$ cat config.mk
export PLATFORM = sky130hd
export DESIGN_NAME = seq_divider
export DESIGN_NICKNAME = d
export VERILOG_FILES = /design/src/rtl/arith_pkg.sv /design/src/rtl/addsub_n.sv /design/src/rtl/seq_divider.sv
export SDC_FILE = /design/constraint.sdc
export NUM_CORES = 1
export LEC_CHECK = 0
export CORE_MARGIN = 2
export CORE_UTILIZATION = 41
export CTS_BUF_LIST = sky130_fd_sc_hd__clkbuf_16
export CTS_CLUSTER_SIZE = 16
export DETAILED_ROUTE_END_ITERATION = 8
export SYNTH_ARGS = -nofsm -noshare
export SYNTH_HDL_FRONTEND = slang
export SYNTH_SLANG_ARGS = --single-unit
$ cat constraint.sdc
create_clock -name clk -period 2.9 [get_ports clk]
set_input_delay 0.58 -clock clk [delete_from_list [all_inputs] [get_ports clk]]
set_output_delay 0.58 -clock clk [all_outputs]
set_load 0.01 [all_outputs]
$ cat src/rtl/arith_pkg.sv
// Shared arithmetic definitions: divider state encoding and a constant-safe
// ceil(log2) helper used to size iteration counters.
package arith_pkg;

    typedef enum logic [1:0] {
        S_IDLE = 2'd0,
        S_CALC = 2'd1,
        S_DONE = 2'd2
    } state_e;

    function automatic int clog2_w(input int value);
        int r;
        r = 0;
        for (int i = 0; i < 31; i++) begin
            if ((1 << i) < value) r = i + 1;
        end
        return r;
    endfunction

endpackage

$ cat src/rtl/addsub_n.sv
// N-bit ripple-carry adder/subtractor: m=0 gives a+b, m=1 gives a-b
// (b inverted, carry-in set). cout=1 in subtract mode means no borrow.
module addsub_n #(
    parameter int N = 4
) (
    input  logic [N-1:0] a,
    input  logic [N-1:0] b,
    input  logic         m,
    output logic [N-1:0] s,
    output logic         cout
);

    logic [N:0] c;

    assign c[0] = m;

    for (genvar i = 0; i < N; i++) begin : g_fa
        logic bx;
        assign bx       = b[i] ^ m;
        assign s[i]     = a[i] ^ bx ^ c[i];
        assign c[i+1]   = (a[i] & bx) | (a[i] & c[i]) | (bx & c[i]);
    end

    assign cout = c[N];

endmodule

$ cat src/rtl/seq_divider.sv
// Unsigned restoring divider: one trial subtraction per clock through a shared
// add/subtract unit; results and divide-by-zero flag are held after completion.
//
//   state  | meaning
//   S_IDLE | waiting for start
//   S_CALC | iterating, one quotient bit per cycle (busy=1)
//   S_DONE | one-cycle done pulse; a start here is accepted immediately
module seq_divider
    import arith_pkg::*;
#(
    parameter int W = 4
) (
    input  logic         clk,
    input  logic         rst,
    input  logic         start,
    input  logic [W-1:0] dividend,
    input  logic [W-1:0] divisor,
    output logic         busy,
    output logic         done,
    output logic [W-1:0] quotient,
    output logic [W-1:0] remainder,
    output logic         div_by_zero
);

    localparam int CW = clog2_w(W + 1);

    state_e        state_q, state_d;
    logic [W:0]    r_q, r_d;
    logic [W-1:0]  q_q, q_d;
    logic [W-1:0]  d_q, d_d;
    logic [CW-1:0] cnt_q, cnt_d;
    logic [W-1:0]  quo_q, quo_d;
    logic [W-1:0]  rem_q, rem_d;
    logic          dbz_q, dbz_d;

    logic [W:0]    rs;
    logic [W:0]    t;
    logic          no_borrow;
    logic          unused_r_msb;

    // After each restore step R < D, so the top bit of R never feeds the shift.
    assign rs           = {r_q[W-1:0], q_q[W-1]};
    assign unused_r_msb = r_q[W];

    addsub_n #(.N(W + 1)) u_addsub (
        .a    (rs),
        .b    ({1'b0, d_q}),
        .m    (1'b1),
        .s    (t),
        .cout (no_borrow)
    );

    always_comb begin
        state_d = state_q;
        r_d     = r_q;
        q_d     = q_q;
        d_d     = d_q;
        cnt_d   = cnt_q;
        quo_d   = quo_q;
        rem_d   = rem_q;
        dbz_d   = dbz_q;
        case (state_q)
            S_IDLE, S_DONE: begin
                if (start) begin
                    r_d   = '0;
                    q_d   = dividend;
                    d_d   = divisor;
                    cnt_d = CW'(W);
                    if (divisor != '0) begin
                        state_d = S_CALC;
                    end else begin
                        state_d = S_DONE;
                        quo_d   = '1;
                        rem_d   = dividend;
                        dbz_d   = 1'b1;
                    end
                end else begin
                    state_d = S_IDLE;
                end
            end
            S_CALC: begin
                r_d   = no_borrow ? t : rs;
                q_d   = {q_q[W-2:0], no_borrow};
                cnt_d = cnt_q - CW'(1);
                if (cnt_q == CW'(1)) begin
                    state_d = S_DONE;
                    quo_d   = q_d;
                    rem_d   = r_d[W-1:0];
                    dbz_d   = 1'b0;
                end
            end
            default: state_d = S_IDLE;
        endcase
    end

    always_ff @(posedge clk or posedge rst) begin
        if (rst) begin
            state_q <= S_IDLE;
            r_q     <= '0;
            q_q     <= '0;
            d_q     <= '0;
            cnt_q   <= '0;
            quo_q   <= '0;
            rem_q   <= '0;
            dbz_q   <= 1'b0;
        end else begin
            state_q <= state_d;
            r_q     <= r_d;
            q_q     <= q_d;
            d_q     <= d_d;
            cnt_q   <= cnt_d;
            quo_q   <= quo_d;
            rem_q   <= rem_d;
            dbz_q   <= dbz_d;
        end
    end

    assign busy        = (state_q == S_CALC);
    assign done        = (state_q == S_DONE);
    assign quotient    = quo_q;
    assign remainder   = rem_q;
    assign div_by_zero = dbz_q;

endmodule
==> results of run 1 <==
-- where the power goes --
group          total, mW  internal (mW)  leakage (nW)  switching (mW)
clock network      0.302          0.184        0.0385           0.118
registers          0.681          0.545         0.309           0.135
logic               1.02          0.486         0.382           0.536
-- cells in the mapped netlist --
library cell,number
inv_2,1
nor2b_1,2
fa_1,3
buf_4,1
nand2b_1,2
a21oi_1,6
nor4bb_4,1
nand3_1,5
a22oi_1,3
mux2_4,1
o221a_2,1
nor2_1,3
buf_2,3
dfrtp_1,26
a21oi_2,1
a31oi_1,2
o21a_1,2
o22ai_1,4
o31ai_1,2
ha_1,3
or4bb_1,1
or4_1,1
and2b_1,1
o311ai_1,2
and3_1,1
a211oi_1,4
nand2_1,20
buf_6,1
inv_1,12
o21ai_0,11
o211ai_1,2
clkbuf_1,1
nor4_4,1
-- stage by stage --
step	area, um^2	hold WS (ps)	util (%)	setup WS (ps)	cells
after global routing	1670	529	54.8	155	199
after detailed placement	1600	496	52.3	393	195
after floorplan	1320	450	-	584	130
after global placement	1600	468	52.3	512	195
final	1670	493	54.8	355	199
after CTS	1670	510	54.8	367	199
-- routing by layer --
layer | track usage (%) | share of wire [%] | up-vias
met3 | 2.56 | 4.9 | 5
li1 | - | - | 508
met2 | 28.9 | 50 | 35
met1 | 23.8 | 44 | 528
met5 | 0 | 0 | -
met4 | 6.52 | 1.2 | 0
-- logic make-up after synthesis --
| group | Yosys count |
|---|---|
| AO/OA/AOI/OAI | 40 |
| AND/OR/NAND/NOR | 38 |
| flip-flops | 26 |
| buffers and inverters | 19 |
| adder cells (fa/ha/maj) | 6 |
| multiplexers | 1 |
-- final cells by class --
| cell class | instances | share of cell area, % |
|---|---|---|
| Clock buffer | 3 | 4.48 |
| Clock inverter | 1 | 0.224 |
| Inverter | 13 | 2.91 |
| Multi-Input combinational cell | 85 | 35.0 |
| Sequential cell | 26 | 38.9 |
| Tap cell | 44 | 3.29 |
| Timing Repair Buffer | 27 | 15.2 |
-- critical path, stage by stage, from the launching register on --
cell and delay [ps]:
dfrtp_1 390, inv_1 80, ha_1 140, inv_1 50, fa_1 360, inv_1 70, fa_1 150, inv_1 50
fa_1 470, nor2_1 270, nand2_1 120, mux2_4 270
-- state kept, by name, summed over array words and instances (netlist names) --
signal       cells
remainder        4
div_by_zero      1
cnt_q            3
q_q              4
state_q          2
quotient         4
r_q              4
d_q              4
-- worst min-delay path by stage --
stage | to | slack (ps) | cells past startpoint
after CTS | div_by_zero$_DFFE_PP0P_ | 510 | 2
after global routing | div_by_zero$_DFFE_PP0P_ | 530 | 2
after detailed placement | div_by_zero$_DFFE_PP0P_ | 500 | 2
final | div_by_zero$_DFFE_PP0P_ | 490 | 2
after global placement | div_by_zero$_DFFE_PP0P_ | 470 | 2
after floorplan | d_q[0]$_DFFE_PP0P_ | 450 | 2
-- layout by cell type, fill, tap and decap left out, drive strengths merged, types with 4 or more instances in the layout --
| cell | n |
|---|---|
| a211oi | 4 |
| a21oi | 7 |
| buf | 6 |
| clkdlybuf4s50 | 21 |
| dfrtp | 26 |
| inv | 13 |
| nand2 | 20 |
| nand3 | 5 |
| o21ai | 11 |
| o22ai | 4 |
==> flow_metrics.py, run 1 <==
metrics = {
    "global_routing": {
        "grt_pass1_wl_mm": 4.71,
        "gr-usage-all-layers_pct": 17.6,
        "grt.overflow.total": 0,
        "grt_pass1_vias": 1011,
        "grt_max_degree": 27,
        "antenna_found_initial": 0,
    },
    "clocking": {
        "postCtsResizedCells": 0,
        "hold_buffers": 0,
        "cts_setup_buffers": 0,
        "clk_pin_slew_ps": 60,
        "htree_levels": 1,
        "clock_latency_ps": 260,
        "cts_tree": "done",
        "clockBufferDepth": 2,
        "clock_sinks": 26,
        "root_buffer": "clkbuf_16",
        "cts-buffers-inserted": 3,
    },
    "worst_setup_path": {
        "crit_end": "quotient[0]$_DFFE_PP0P_",
        "crit_arrival_ps": 2680,
        "crit_type": "register to register",
        "crit_path_max_fanout": 7,
        "r2r_start": "q_q[3]$_DFFE_PP0P_",
        "crit_required_ps": 3040,
        "reg2regPathDepth": 11,
        "r2r-end": "quotient[0]$_DFFE_PP0P_",
        "end_kind": "register",
        "crit_start": "q_q[3]$_DFFE_PP0P_",
        "r2r_slack_ps": 360,
        "start_kind": "register",
    },
    "detailed_routing": {
        "vias": 1076,
        "ant_nets": 0,
        "wirelength_mm": 2.90,
        "drt-wirelength-per-cell_um": 14.6,
        "vias_per_cell": 5.41,
        "drt_first_iter_violations": 64,
        "drc": 0,
        "drtPass1Iterations": 4,
    },
    "timing": {
        "setup_tns_ps": 0,
        "fmax_mhz": 393,
        "setup_viol": 0,
        "period_share_pct": 87.7,
        "grt_setup_unrepaired": "false",
        "maxSlewHeadroom_pct": 65.8,
        "slew_violations": 0,
        "clock_skew_ps": 3.60,
        "fin_crit_ps": 2540,
        "tightest_slew_ps": 512,
        "hold_viol": 0,
    },
    "finish": {
        "finish.net_count": 173,
        "num-fill-cells": 280,
        "multi_input_area_um2": 586,
        "area_delta_synth_final_pct": 26.6,
        "diodes": 0,
        "drive_gt1_share_pct": 9.68,
        "area.sequential_um2": 651,
    },
    "synth": {
        "yosys_warnings": 0,
        "synthTopCellsByArea": "dfrtp_1, nand2_1, fa_1",
        "synth.avg_cell_area_um2": 10.2,
        "synthAdderAreaFrac_pct": 7.38,
        "yosys.area_share.simple_pct": 16.3,
        "synth_seq_area_share_pct": 49.2,
        "synth_fp_nets": 147,
        "yosysTopAreaCellShare_pct": 49.2,
        "yosys.area.top_type": "dfrtp_1",
        "synth_mux_area_share_pct": 1.14,
        "synth_xor_area_share_pct": 0,
        "synth_cell_types": 33,
        "synth_top_family_by_area": "compound AO/OA/AOI/OAI gates",
        "synth_area_um2": 1320,
        "ys_seq_elements": 26,
        "synth_compound_area_share_pct": 19.5,
        "synth_cells": 130,
    },
    "power": {
        "leakage_nw": 0.730,
        "power_density_nw_per_um2": 1200,
        "power_mw": 2.01,
        "vdd.ir_drop.worst_v": 0.000569,
    },
    "floorplanning": {
        "row_count": 20,
        "dieHeight_um": 60.8,
        "fp.dieW_um": 60.8,
        "ioPinCount": 22,
        "start_util_pct": 43.3,
        "core_area_um2": 3050,
        "dieArea_um2": 3700,
    },
    "hold_path": {
        "min-delay-path-class": "register to register",
        "hp-start": "div_by_zero$_DFFE_PP0P_",
    },
    "place": {
        "portBuffers": 21,
        "dp_hpwl_mm": 2.24,
        "place.gp.congestion": 0.848,
    },
    "run": {
        "max-cap-violations": 0,
    },
    "run_status": {
        "status": "finished, final reports clean",
    },
}
(Power assumes the default switching activity.)
==> run 2: changes to the inputs <==
--- a/config.mk
+++ b/config.mk
@@ -5,7 +5,6 @@
 export SDC_FILE = /design/constraint.sdc
 export NUM_CORES = 1
 export LEC_CHECK = 0
-export CORE_MARGIN = 2
 export CORE_UTILIZATION = 41
 export CTS_BUF_LIST = sky130_fd_sc_hd__clkbuf_16
 export CTS_CLUSTER_SIZE = 16
==> run 2 against run 1 <==
Via count fell by 2.0%. Critical endpoint is now remainder[3]$_DFFE_PP0P_. Total power is 0.17% lower. Final area is 0.45% lower. Non-clock buffer count decreased by 1. First-iteration DRC count is 9.4% lower. Register-to-register slack about the same. Sequential power up 0.9%.
==> flow_metrics.py, run 2 (synthesis results as in run 1) <==
metrics = {
    "floorplanning": {
        "fp.dieW_um": 58.8,
        "dieArea_um2": 3460,
        "start_util_pct": 43.3,
        "dieHeight_um": 58.8,
        "ioPinCount": 22,
        "row_count": 20,
        "core_area_um2": 3050,
    },
    "run": {
        "max-cap-violations": 0,
    },
    "worst_setup_path": {
        "crit_arrival_ps": 2670,
        "start_kind": "register",
        "cp_common_cell": "inv_1",
        "crit_chain": "inv_1 -> ha_1 -> inv_1 -> fa_1 -> inv_1 -> fa_1 -> inv_1 -> fa_1 -> o21a_1 -> a211oi_1 -> o31ai_1",
        "crit_required_ps": 3030,
        "crit_type": "register to register",
        "crit_path_max_fanout": 7,
        "reg2regPathDepth": 11,
        "r2r-end": "remainder[3]$_DFFE_PP0P_",
        "slowest_stage": "fa_1",
        "cpPeakStageDelay_ps": 460,
        "end_kind": "register",
        "r2r_slack_ps": 360,
        "r2r_start": "q_q[3]$_DFFE_PP0P_",
    },
    "finish": {
        "finish.net_count": 172,
        "num-fill-cells": 296,
        "drive_gt1_share_pct": 9.09,
        "diodes": 0,
        "area_delta_synth_final_pct": 26.0,
        "layout_common_cells": "dfrtp_1, clkdlybuf4s50_1, nand2_1",
        "final_common_cell": "dfrtp_1",
        "design_area_um2": 1670,
    },
    "place": {
        "portBuffers": 21,
        "dpl_cell_area_um2": 1590,
        "dp_hpwl_mm": 2.24,
        "place.gp.congestion": 0.917,
    },
    "detailed_routing": {
        "ant_nets": 0,
        "top_layer_used": "met4",
        "wl_met2_mm": 1.47,
        "drt-wirelength-per-cell_um": 15.2,
        "drt_first_iter_violations": 58,
        "drc": 0,
        "vias_per_cell": 5.32,
        "wirelength_mm": 3.00,
        "drtPass1Iterations": 4,
        "m1WireLength_mm": 1.39,
        "wl_met3_um": 123,
        "vias": 1054,
    },
    "clocking": {
        "cts_setup_buffers": 0,
        "root_buffer": "clkbuf_16",
        "clk_pin_slew_ps": 60,
        "clock_sinks": 26,
        "cts-buffers-inserted": 3,
        "hold_buffers": 0,
        "clockBufferDepth": 2,
        "cts_tree": "done",
        "htree_levels": 1,
        "postCtsResizedCells": 0,
        "clock_latency_ps": 250,
    },
    "run_status": {
        "status": "finished, final reports clean",
    },
    "global_routing": {
        "grt_max_degree": 27,
        "grt_pass1_vias": 1043,
        "grt.overflow.total": 0,
        "gr-usage-all-layers_pct": 20.0,
        "grt_pass1_wl_mm": 5.14,
        "antenna_found_initial": 0,
    },
    "timing": {
        "tightest_slew_ps": 509,
        "fin_crit_ps": 2540,
        "fmax_mhz": 393,
        "clock_skew_ps": 1.55,
        "grt_setup_unrepaired": "false",
        "slew_violations": 0,
        "setup_viol": 0,
        "hold_viol": 0,
        "setup_tns_ps": 0,
        "maxSlewHeadroom_pct": 66.0,
        "period_share_pct": 87.7,
    },
    "power": {
        "leakage_nw": 0.725,
        "power_density_nw_per_um2": 1200,
        "vdd.ir_drop.worst_v": 0.000510,
    },
    "hold_path": {
        "hold_end": "div_by_zero$_DFFE_PP0P_",
        "hp-start": "div_by_zero$_DFFE_PP0P_",
        "holdPathStages": 2,
        "min-delay-path-class": "register to register",
    },
}
-- run 2: worst max-delay path, delay by kind of cell, from the launching register on --
kind            cells  cell delay, ps
fa+ha+maj           4            1120
compound gates      3             660
flops               1             380
buf+inv             4             260
-- run 2: worst max-delay path by stage --
stage	depth (start not counted)	endpoint	startpoint	slack, ps
finish	11	remainder[3]$_DFFE_PP0P_	q_q[3]$_DFFE_PP0P_	360
global route	11	remainder[3]$_DFFE_PP0P_	q_q[3]$_DFFE_PP0P_	150
CTS	11	quotient[0]$_DFFE_PP0P_	q_q[3]$_DFFE_PP0P_	390
detailed placement	11	quotient[0]$_DFFE_PP0P_	q_q[3]$_DFFE_PP0P_	390
global placement	11	quotient[0]$_DFFE_PP0P_	q_q[3]$_DFFE_PP0P_	500
floorplan	11	quotient[0]$_DFFE_PP0P_	q_q[3]$_DFFE_PP0P_	580
-- run 2: final cells by class --
type | instances | area, um^2 | share of cell area, %
tap | 44 | 55.1 | 3.30
clock inverter | 1 | 3.75 | 0.225
multi-input combinational | 85 | 586 | 35.1
timing repair buffer | 26 | 248 | 14.9
inverter | 13 | 48.8 | 2.93
clock buffer | 3 | 75.1 | 4.50
sequential | 26 | 651 | 39.0
-- run 2: layer usage --
metal,track usage (%),vias to the layer above
met3,2.86,2
met4,5.10,0
met2,32.0,25
met5,0,-
li1,-,502
met1,28.7,525
-- run 2: per-stage QoR --
step	hold WS (ps)	setup WS [ps]	cells	power (mW)	utilization, %
final	502	356	198	2.00	54.6
after detailed placement	493	395	194	1.71	52.0
after global routing	540	151	198	2.18	54.6
after floorplan	450	584	130	1.34	-
after CTS	509	388	198	2.01	54.6
after global placement	475	499	194	1.67	52.0
-- run 2: where the power goes --
part           switching [mW]  internal [mW]  total, mW
registers               0.141          0.545      0.687
clock network           0.113          0.184      0.297
logic                   0.540          0.477       1.02
==> run 3: changes to the inputs <==
--- a/config.mk
+++ b/config.mk
@@ -5,10 +5,13 @@
 export SDC_FILE = /design/constraint.sdc
 export NUM_CORES = 1
 export LEC_CHECK = 0
+export CAP_MARGIN = 0
+export CORE_ASPECT_RATIO = 1.5
 export CORE_UTILIZATION = 41
 export CTS_BUF_LIST = sky130_fd_sc_hd__clkbuf_16
 export CTS_CLUSTER_SIZE = 16
 export DETAILED_ROUTE_END_ITERATION = 8
+export SETUP_SLACK_MARGIN = 0.05
 export SYNTH_ARGS = -nofsm -noshare
 export SYNTH_HDL_FRONTEND = slang
 export SYNTH_SLANG_ARGS = --single-unit
==> run 3 against run 2 <==
Maximum frequency is 1.0% higher. Register-to-register slack better by 30 ps. Sequential power hardly changed. Highest routed layer unchanged. Worst hold slack worse by 27 ps.
==> flow_metrics.py, run 3 (synthesis results as in run 1) <==
metrics = {
    "detailed_routing": {
        "ant_nets": 0,
        "wirelength_mm": 2.91,
        "vias_per_cell": 5.37,
        "drc": 0,
        "drtPass1Iterations": 4,
        "vias": 1041,
        "drt_first_iter_violations": 52,
        "drt-wirelength-per-cell_um": 15.0,
    },
    "floorplanning": {
        "start_util_pct": 44.5,
        "fp.dieW_um": 48.4,
        "row_count": 24,
        "dieArea_um2": 3460,
        "dieHeight_um": 71.6,
        "ioPinCount": 22,
        "core_area_um2": 2970,
    },
    "hold_path": {
        "holdPathStages": 2,
        "min-delay-path-class": "register to register",
    },
    "timing": {
        "clock_skew_ps": 1.84,
        "setup_viol": 0,
        "period_share_pct": 86.8,
        "grt_setup_unrepaired": "false",
        "fmax_mhz": 397,
        "setup_tns_ps": 0,
        "hold_viol": 0,
        "fin_crit_ps": 2520,
        "holdWs_ps": 475,
        "maxSlewHeadroom_pct": 63.1,
        "tightest_slew_ps": 552,
        "slew_violations": 0,
    },
    "global_routing": {
        "gr-usage-all-layers_pct": 19.7,
        "grt_pass1_vias": 1077,
        "grt.overflow.total": 0,
        "grt_max_degree": 27,
        "antenna_found_initial": 0,
        "grt_pass1_wl_mm": 5.15,
    },
    "power": {
        "leakage_nw": 0.730,
        "vdd.ir_drop.worst_v": 0.000578,
        "power_density_nw_per_um2": 1200,
        "swShare_pct": 39.3,
        "p_int_mw": 1.21,
        "pwr-share-clk_pct": 15.0,
        "switchingPower_uw": 787,
        "power_frac_seq_pct": 34.2,
        "power_frac_comb_pct": 50.8,
    },
    "worst_setup_path": {
        "crit_type": "register to register",
        "crit_path_max_fanout": 7,
        "crit_required_ps": 3040,
        "crit_arrival_ps": 2660,
        "reg2regPathDepth": 11,
        "start_kind": "register",
        "end_kind": "register",
    },
    "place": {
        "place.gp.congestion": 0.832,
        "dp_hpwl_mm": 2.19,
        "portBuffers": 21,
    },
    "clocking": {
        "clock_latency_ps": 260,
        "htree_levels": 1,
        "clock_sinks": 26,
        "cts-buffers-inserted": 3,
        "root_buffer": "clkbuf_16",
        "cts_tree": "done",
        "clk_pin_slew_ps": 60,
        "postCtsResizedCells": 0,
        "cts_setup_buffers": 0,
        "hold_buffers": 0,
        "clockBufferDepth": 2,
    },
    "finish": {
        "area_delta_synth_final_pct": 26.1,
        "num-fill-cells": 265,
        "final_common_cell": "dfrtp_1",
        "diodes": 0,
        "drive_gt1_share_pct": 9.68,
        "layout_common_cells": "dfrtp_1, clkdlybuf4s50_1, nand2_1",
        "utilization_pct": 56.1,
        "finish.net_count": 173,
    },
    "run_status": {
        "status": "finished, final reports clean",
    },
    "run": {
        "max-cap-violations": 0,
    },
}
run 3: worst max-delay path, stage by stage, from the launching register on:
cell	delay [ps]
dfrtp_1	370
inv_1	70
ha_1	140
inv_1	50
fa_1	370
inv_1	80
fa_1	160
inv_1	50
fa_1	460
nor2_1	280
nand2_1	120
mux2_4	260
run 3: power by group through the flow:
stage | clock (mW) | combinational, mW | sequential, mW
floorplan | 0 | 0.653 | 0.686
detailed placement | 0 | 1.01 | 0.691
CTS | 0.306 | 1.03 | 0.685
finish | 0.300 | 1.02 | 0.684
global route | 0.322 | 1.15 | 0.712
global placement | 0 | 0.988 | 0.687
run 3: through the flow:
stage | power, mW | setup WS, ps | instances | area (um^2)
after floorplan | 1.34 | 584 | 130 | 1320
after global placement | 1.68 | 477 | 190 | 1590
after detailed placement | 1.71 | 434 | 190 | 1590
after CTS | 2.02 | 403 | 194 | 1670
after global routing | 2.18 | 264 | 194 | 1670
final | 2.00 | 382 | 194 | 1670
run 3: layout make-up:
class	count	area (um^2)	share of cell area, %
clock buffer	3	75.1	4.50
clock inverter	1	3.75	0.225
inverter	13	48.8	2.93
multi-input combinational	85	586	35.1
sequential	26	651	39.0
tap	39	48.8	2.93
timing repair buffer	27	255	15.3
run 3: per-layer routing:
layer	up-vias	routed length [um]	GRT usage [%]	share of wire (%)
li1	506	-	-	-
met1	497	1170	23.2	40
met2	34	1590	36.8	55
met3	4	106	1.91	3.6
met4	0	38	7.19	1.3
met5	-	0	0	0
run 3: path summary, 6_finish.rpt:
check                      slack [ps]                     from                       to
setup / recovery                  380       q_q[3]$_DFFE_PP0P_  quotient[0]$_DFFE_PP0P_
min in group asynchronous         670                      rst       d_q[3]$_DFFE_PP0P_
hold / removal                    470  div_by_zero$_DFFE_PP0P_  div_by_zero$_DFFE_PP0P_
max in group asynchronous        1980                      rst       q_q[3]$_DFFE_PP0P_
setup reg to reg                  380       q_q[3]$_DFFE_PP0P_  quotient[0]$_DFFE_PP0P_
hold reg to reg                   470  div_by_zero$_DFFE_PP0P_  div_by_zero$_DFFE_PP0P_
